[config.mk]
export PLATFORM = sky130hd
export DESIGN_NAME = deskew_align
export DESIGN_NICKNAME = d
export VERILOG_FILES = /design/src/rtl/deskew_align.sv
export SDC_FILE = /design/constraint.sdc
export NUM_CORES = 1
export LEC_CHECK = 0
export ABC_AREA = 1
export CORE_MARGIN = 2
export CORE_UTILIZATION = 40
export CTS_BUF_LIST = sky130_fd_sc_hd__clkbuf_16
export DETAILED_ROUTE_END_ITERATION = 7
export GPL_ROUTABILITY_DRIVEN = 0
export PLACE_DENSITY = 0.72
export SYNTH_ARGS = -nofsm -noshare
export SYNTH_HDL_FRONTEND = slang
export SYNTH_SLANG_ARGS = --single-unit
[constraint.sdc]
create_clock -name clk -period 4.11 [get_ports clk]
set_input_delay 0.822 -clock clk [delete_from_list [all_inputs] [get_ports clk]]
set_output_delay 0.822 -clock clk [all_outputs]
set_load 0.02 [all_outputs]
[src/rtl/deskew_align.sv]
// rtl/deskew_align.sv - removes the per-lane output stagger of the systolic QRD-RLS array
// Each lane is delayed so all lanes line up, then one registered aligned word is emitted.
module deskew_align #(
    parameter int N           = 3,
    parameter int DATA_LENGTH = 16,
    parameter int STEP        = 1,
    parameter int COUNT_W     = 16
) (
    input  logic                     clk,
    input  logic                     rst,
    input  logic [N*DATA_LENGTH-1:0] din,
    input  logic [N-1:0]             din_valid,
    output logic [N*DATA_LENGTH-1:0] dout,
    output logic                     dout_valid,
    output logic [COUNT_W-1:0]       word_count,
    output logic                     align_err
);

    logic [N*DATA_LENGTH-1:0] dly_data;
    logic [N-1:0]             dly_valid;
    logic                     all_v;
    logic                     any_v;

    for (genvar k = 0; k < N; k++) begin : g_lane
        localparam int D = (N - 1 - k) * STEP;

        if (D == 0) begin : g_direct
            assign dly_data[k*DATA_LENGTH +: DATA_LENGTH] = din[k*DATA_LENGTH +: DATA_LENGTH];
            assign dly_valid[k]                           = din_valid[k];
        end else begin : g_shift
            logic [DATA_LENGTH-1:0] sr_data [D];
            logic [D-1:0]           sr_valid;

            // Data and valid shift together so a lane's qualifier never drifts from its payload.
            always_ff @(posedge clk or posedge rst) begin
                if (rst) begin
                    for (int i = 0; i < D; i++) begin
                        sr_data[i] <= '0;
                    end
                    sr_valid <= '0;
                end else begin
                    sr_data[0]  <= din[k*DATA_LENGTH +: DATA_LENGTH];
                    sr_valid[0] <= din_valid[k];
                    for (int i = 1; i < D; i++) begin
                        sr_data[i]  <= sr_data[i-1];
                        sr_valid[i] <= sr_valid[i-1];
                    end
                end
            end

            assign dly_data[k*DATA_LENGTH +: DATA_LENGTH] = sr_data[D-1];
            assign dly_valid[k]                           = sr_valid[D-1];
        end
    end

    assign all_v = &dly_valid;
    assign any_v = |dly_valid;

    always_ff @(posedge clk or posedge rst) begin
        if (rst) begin
            dout       <= '0;
            dout_valid <= 1'b0;
            word_count <= '0;
            align_err  <= 1'b0;
        end else begin
            dout_valid <= all_v;
            if (all_v) begin
                dout       <= dly_data;
                word_count <= word_count + COUNT_W'(1);
            end
            // A partial set of lanes means the upstream skew was broken; remember it until reset.
            if (any_v && !all_v) begin
                align_err <= 1'b1;
            end
        end
    end

endmodule

Word level (Yosys, flattened, before mapping)
Index checks and enable logic that the tools add are counted.
{"block": "totals", "register_bits": 117, "elab_cells": 14, "out_inout_bits": 66, "in_bits": 53}
{"block": "classes", "addsub": 1, "reduce_logical": 4}
{"cell": "$add 16x1->16 const B", "count": 1}
{"cell": "$reduce_and 3->1", "count": 1}
{"cell": "$reduce_or 3->1", "count": 1}
{"cell": "$logic_and 1x1->1", "count": 1}
{"cell": "$logic_not 1->1", "count": 1}

Depth between registers and ports, before layout
{"block": "logic_depth", "depth_word": 3, "ltp_mapped": 7, "ltp_nobuf": 7}

Worst setup path before layout
Ideal clock, no wire load.
{"block": "synth_path", "path_kind": "input to register", "startpoint": "input din_valid[2]", "endpoint": "register word_count[9]", "setup_ps": 120, "cell_stages": 5, "arrival_time_ps": 1341, "slack_ps": 2649, "t_required_ps": 3990, "path_buffers": 0, "path_cell_list": "nand3_4 -> nor2_4 -> nand2_2 -> o21ai_1 -> nand2_1"}
{"block": "synth_between", "elab_chain_len": 1}
{"item": "start: declaration", "line": "12", "text": "input logic [N-1:0] din_valid,"}
{"item": "$reduce_and 3->1", "line": "56", "text": "assign all_v = &dly_valid;"}
{"item": "end signal: assignment", "line": "69", "text": "word_count <= word_count + COUNT_W'(1);"}
{"item": "end: declaration", "line": "15", "text": "output logic [COUNT_W-1:0] word_count,"}
Every way passes these cells.
A chain may end at the register's enable or synchronous reset.

Final worst setup path
{"block": "layout_path", "startpoint": "register word_count[10]", "endpoint": "output word_count[10]"}
No word-level cell between the ends.

==> flow_metrics.tcl <==
set metrics [dict create \
    outcome "finished, final reports clean" \
    final_nets 549 \
    routed_wl_um 8389 \
    switching_share 0.2608 \
    fp.dieH_um 103.8 \
    cts_hold_repair.buffers 0 \
    clkLatencyLatePin_ns 0.40 \
    post_cts_buffers 0 \
    yosysSeqAreaShare 0.7342 \
    grt_first_pass_wirelength_um 14170 \
    cts_made_buffers 17 \
    final_cell_count_no_fill 640 \
    htreeDepth 4 \
    vdd_drop_max_mv 0.3905 \
    finalSetupViolations 0 \
    fin_util 0.6037 \
    fp.dieW_um 103.8 \
    worst-r2r-setup-slack_ns 2.54 \
    fin_setup_tns_ns 0 \
    hold_path_class "register to register" \
    slowest_stage "clkdlybuf4s50_1" \
    fin_crit_ns 2.308 \
    drv_slew 0 \
    critPathTopFamily "buffers and inverters" \
    p_int_uw 2415 \
    layout_commonest_cell "nand2_1" \
    core_sq_mm 0.009729 \
    worstRegToRegCells 5 \
    antenna_found_initial 0 \
    first_global_vias 2962 \
    first_iter_violations 76 \
    post-route-period-util 0.5615 \
    relSlewSlack 0.4369 \
    rsz0062_at_grt "no" \
    grt_usage 0.1654 \
    drive_above_1_share 0.08481 \
    globalRouteOverflowTotal 0 \
    p_switching_uw 852.0 \
    min_to "dly_data[12]" \
    start_util 0.4099 \
    synthesis.instances 364 \
    ios 119 \
    clock_power_share 0.423 \
    synth_area_per_cell_sq_um 10.95 \
    via_per_inst 4.413 \
    root_buffer "clkbuf_16" \
    cp_data_arrival_time_ns 1.49 \
    syn_nets 418 \
    max_freq_ghz 0.4333 \
    drc_errors 0 \
    path_class "register to output port" \
    diodes 0 \
    cp.required_ns 3.29 \
    dominantRegCellSynth "dfrtp_1" \
    most-common-layout-cells "nand2_1 (179), clkdlybuf4s50_1 (118), dfrtp_1 (117)" \
    antenna_left 0 \
    ys_warn_count 0 \
    ys_types 20 \
    cp_cell_sequence "clkdlybuf4s50_1" \
    synth-seq-cells 117 \
    p_leak_uw 0.002772 \
    cts_resized 0 \
    finalHoldWorstSlack_ns 0.3457 \
    hold_start "g_lane[0].g_shift.sr_data[28]" \
    max_stage_delay_ns 0.64 \
    comb_power_share 0.160 \
    portBuffers 118 \
    dp.cells 609 \
    syn_area_sq_mm 0.003988 \
    clock_path_buffers 2 \
    worst_slew_pin_slew_ns 0.8447 \
    skew_ns 0.01122 \
    end_kind "output port" \
    die_area_sq_mm 0.01078 \
    rr_startpoint "g_lane[1].g_shift.sr_valid" \
    routedWlPerCell_um 13.11 \
    hpwl_um 5432 \
    seq_power_share 0.417 \
    rows 36 \
    cp_max_fo 6 \
    grt_max_degree 73 \
    synth-async-reset-ratio 1.000 \
    hold_depth 0 \
    pwr_density_cell_mw_per_mm2 556.3 \
    maxCapViolCount 0 \
    startpoint_type "register" \
    critPathBufInv 1 \
    clkSinkCount 117 \
    tritoncts "built" \
    vias 2824 \
    path_clk_slew_ns 0.06 \
    synth_edf_count 0 \
    hold_violations 0 \
    synthToLayoutAreaGrowth_pct 47.29 \
    first_pass_iters 4 \
    r2r-end "dout[18]" \
]
==> area by class of cell <==
| cell class | instances | area, sq um |
|---|---|---|
| Multi-Input combinational cell | 223 | 949.7 |
| Inverter | 14 | 55.05 |
| Timing Repair Buffer | 122 | 1211 |
| Clock inverter | 14 | 137.6 |
| Sequential cell | 117 | 2928 |
| Fill cell | 827 | 3856 |
| Tap cell | 133 | 166.4 |
| Clock buffer | 17 | 425.4 |
==> flip-flops by register name (all words and copies together) (netlist names) <==
| register | flops |
|---|---|
| word_count | 16 |
| dly_data | 16 |
| g_lane.g_shift.sr_data | 32 |
| dout_valid | 1 |
| align_err | 1 |
| dout | 48 |
| g_lane.g_shift.sr_valid | 3 |
==> synthesized netlist by cell type, types with 2 or more instances <==
cell	number	area [sq um]
nand3_1	4	20.02
nand2_2	4	25.02
buf_4	5	37.54
inv_1	13	48.80
nand4_1	2	12.51
nor2_4	2	22.52
xnor2_1	5	43.79
xor2_1	3	26.28
clkbuf_1	4	15.01
o21ai_1	5	25.02
nor2_1	14	52.55
nand2_1	179	671.9
dfrtp_1	117	2928
==> power groups by stage <==
stage / combinational [uW] / sequential [uW] / clock [uW]
detailed placement: 527 / 1380 / 0
floorplan: 125 / 1480 / 0
global route: 564 / 1380 / 1460
global placement: 516 / 1380 / 0
CTS: 531 / 1360 / 1410
finish: 522 / 1360 / 1380
==> per-layer routing <==
metal	GRT usage	wire [um]	part of all wire
met5	0	0	0
met4	0.04151	70	0.0083
met3	0.06104	508	0.061
met2	0.2782	4230	0.50
met1	0.2029	3580	0.43
==> cell families after synthesis <==
group,Yosys count,share of synthesized area
and+or+nand+nor,208,0.2093
DFF,117,0.7342
adders and majority gates,1,0.003137
AOI/OAI and AO/OA,6,0.008158
xor gates and xnor gates,8,0.01757
buffers and inverters,24,0.02761
==> through the flow <==
stage	power, uW	setup WS (ns)	cell area, sq um
6_report	3268	1.802	5873
2_1_floorplan	1608	0.1872	3988
4_1_cts	3302	1.789	5873
3_3_place_gp	1893	1.672	5310
3_5_place_dp	1907	1.611	5310
5_1_grt	3404	1.727	5873
==> worst max-delay path by stage <==
stage	start	endpoint	slack, ns	depth (start not counted)
global route	word_count[10]	word_count[10]	1.73	1
detailed placement	din_valid[2]	dout[15]	1.61	6
floorplan	rst	align_err	0.19	1
CTS	word_count[10]	word_count[10]	1.79	1
finish	word_count[10]	word_count[10]	1.80	1
global placement	din_valid[2]	dout[23]	1.67	6
No activity file was read; power rests on OpenSTA's default activity.
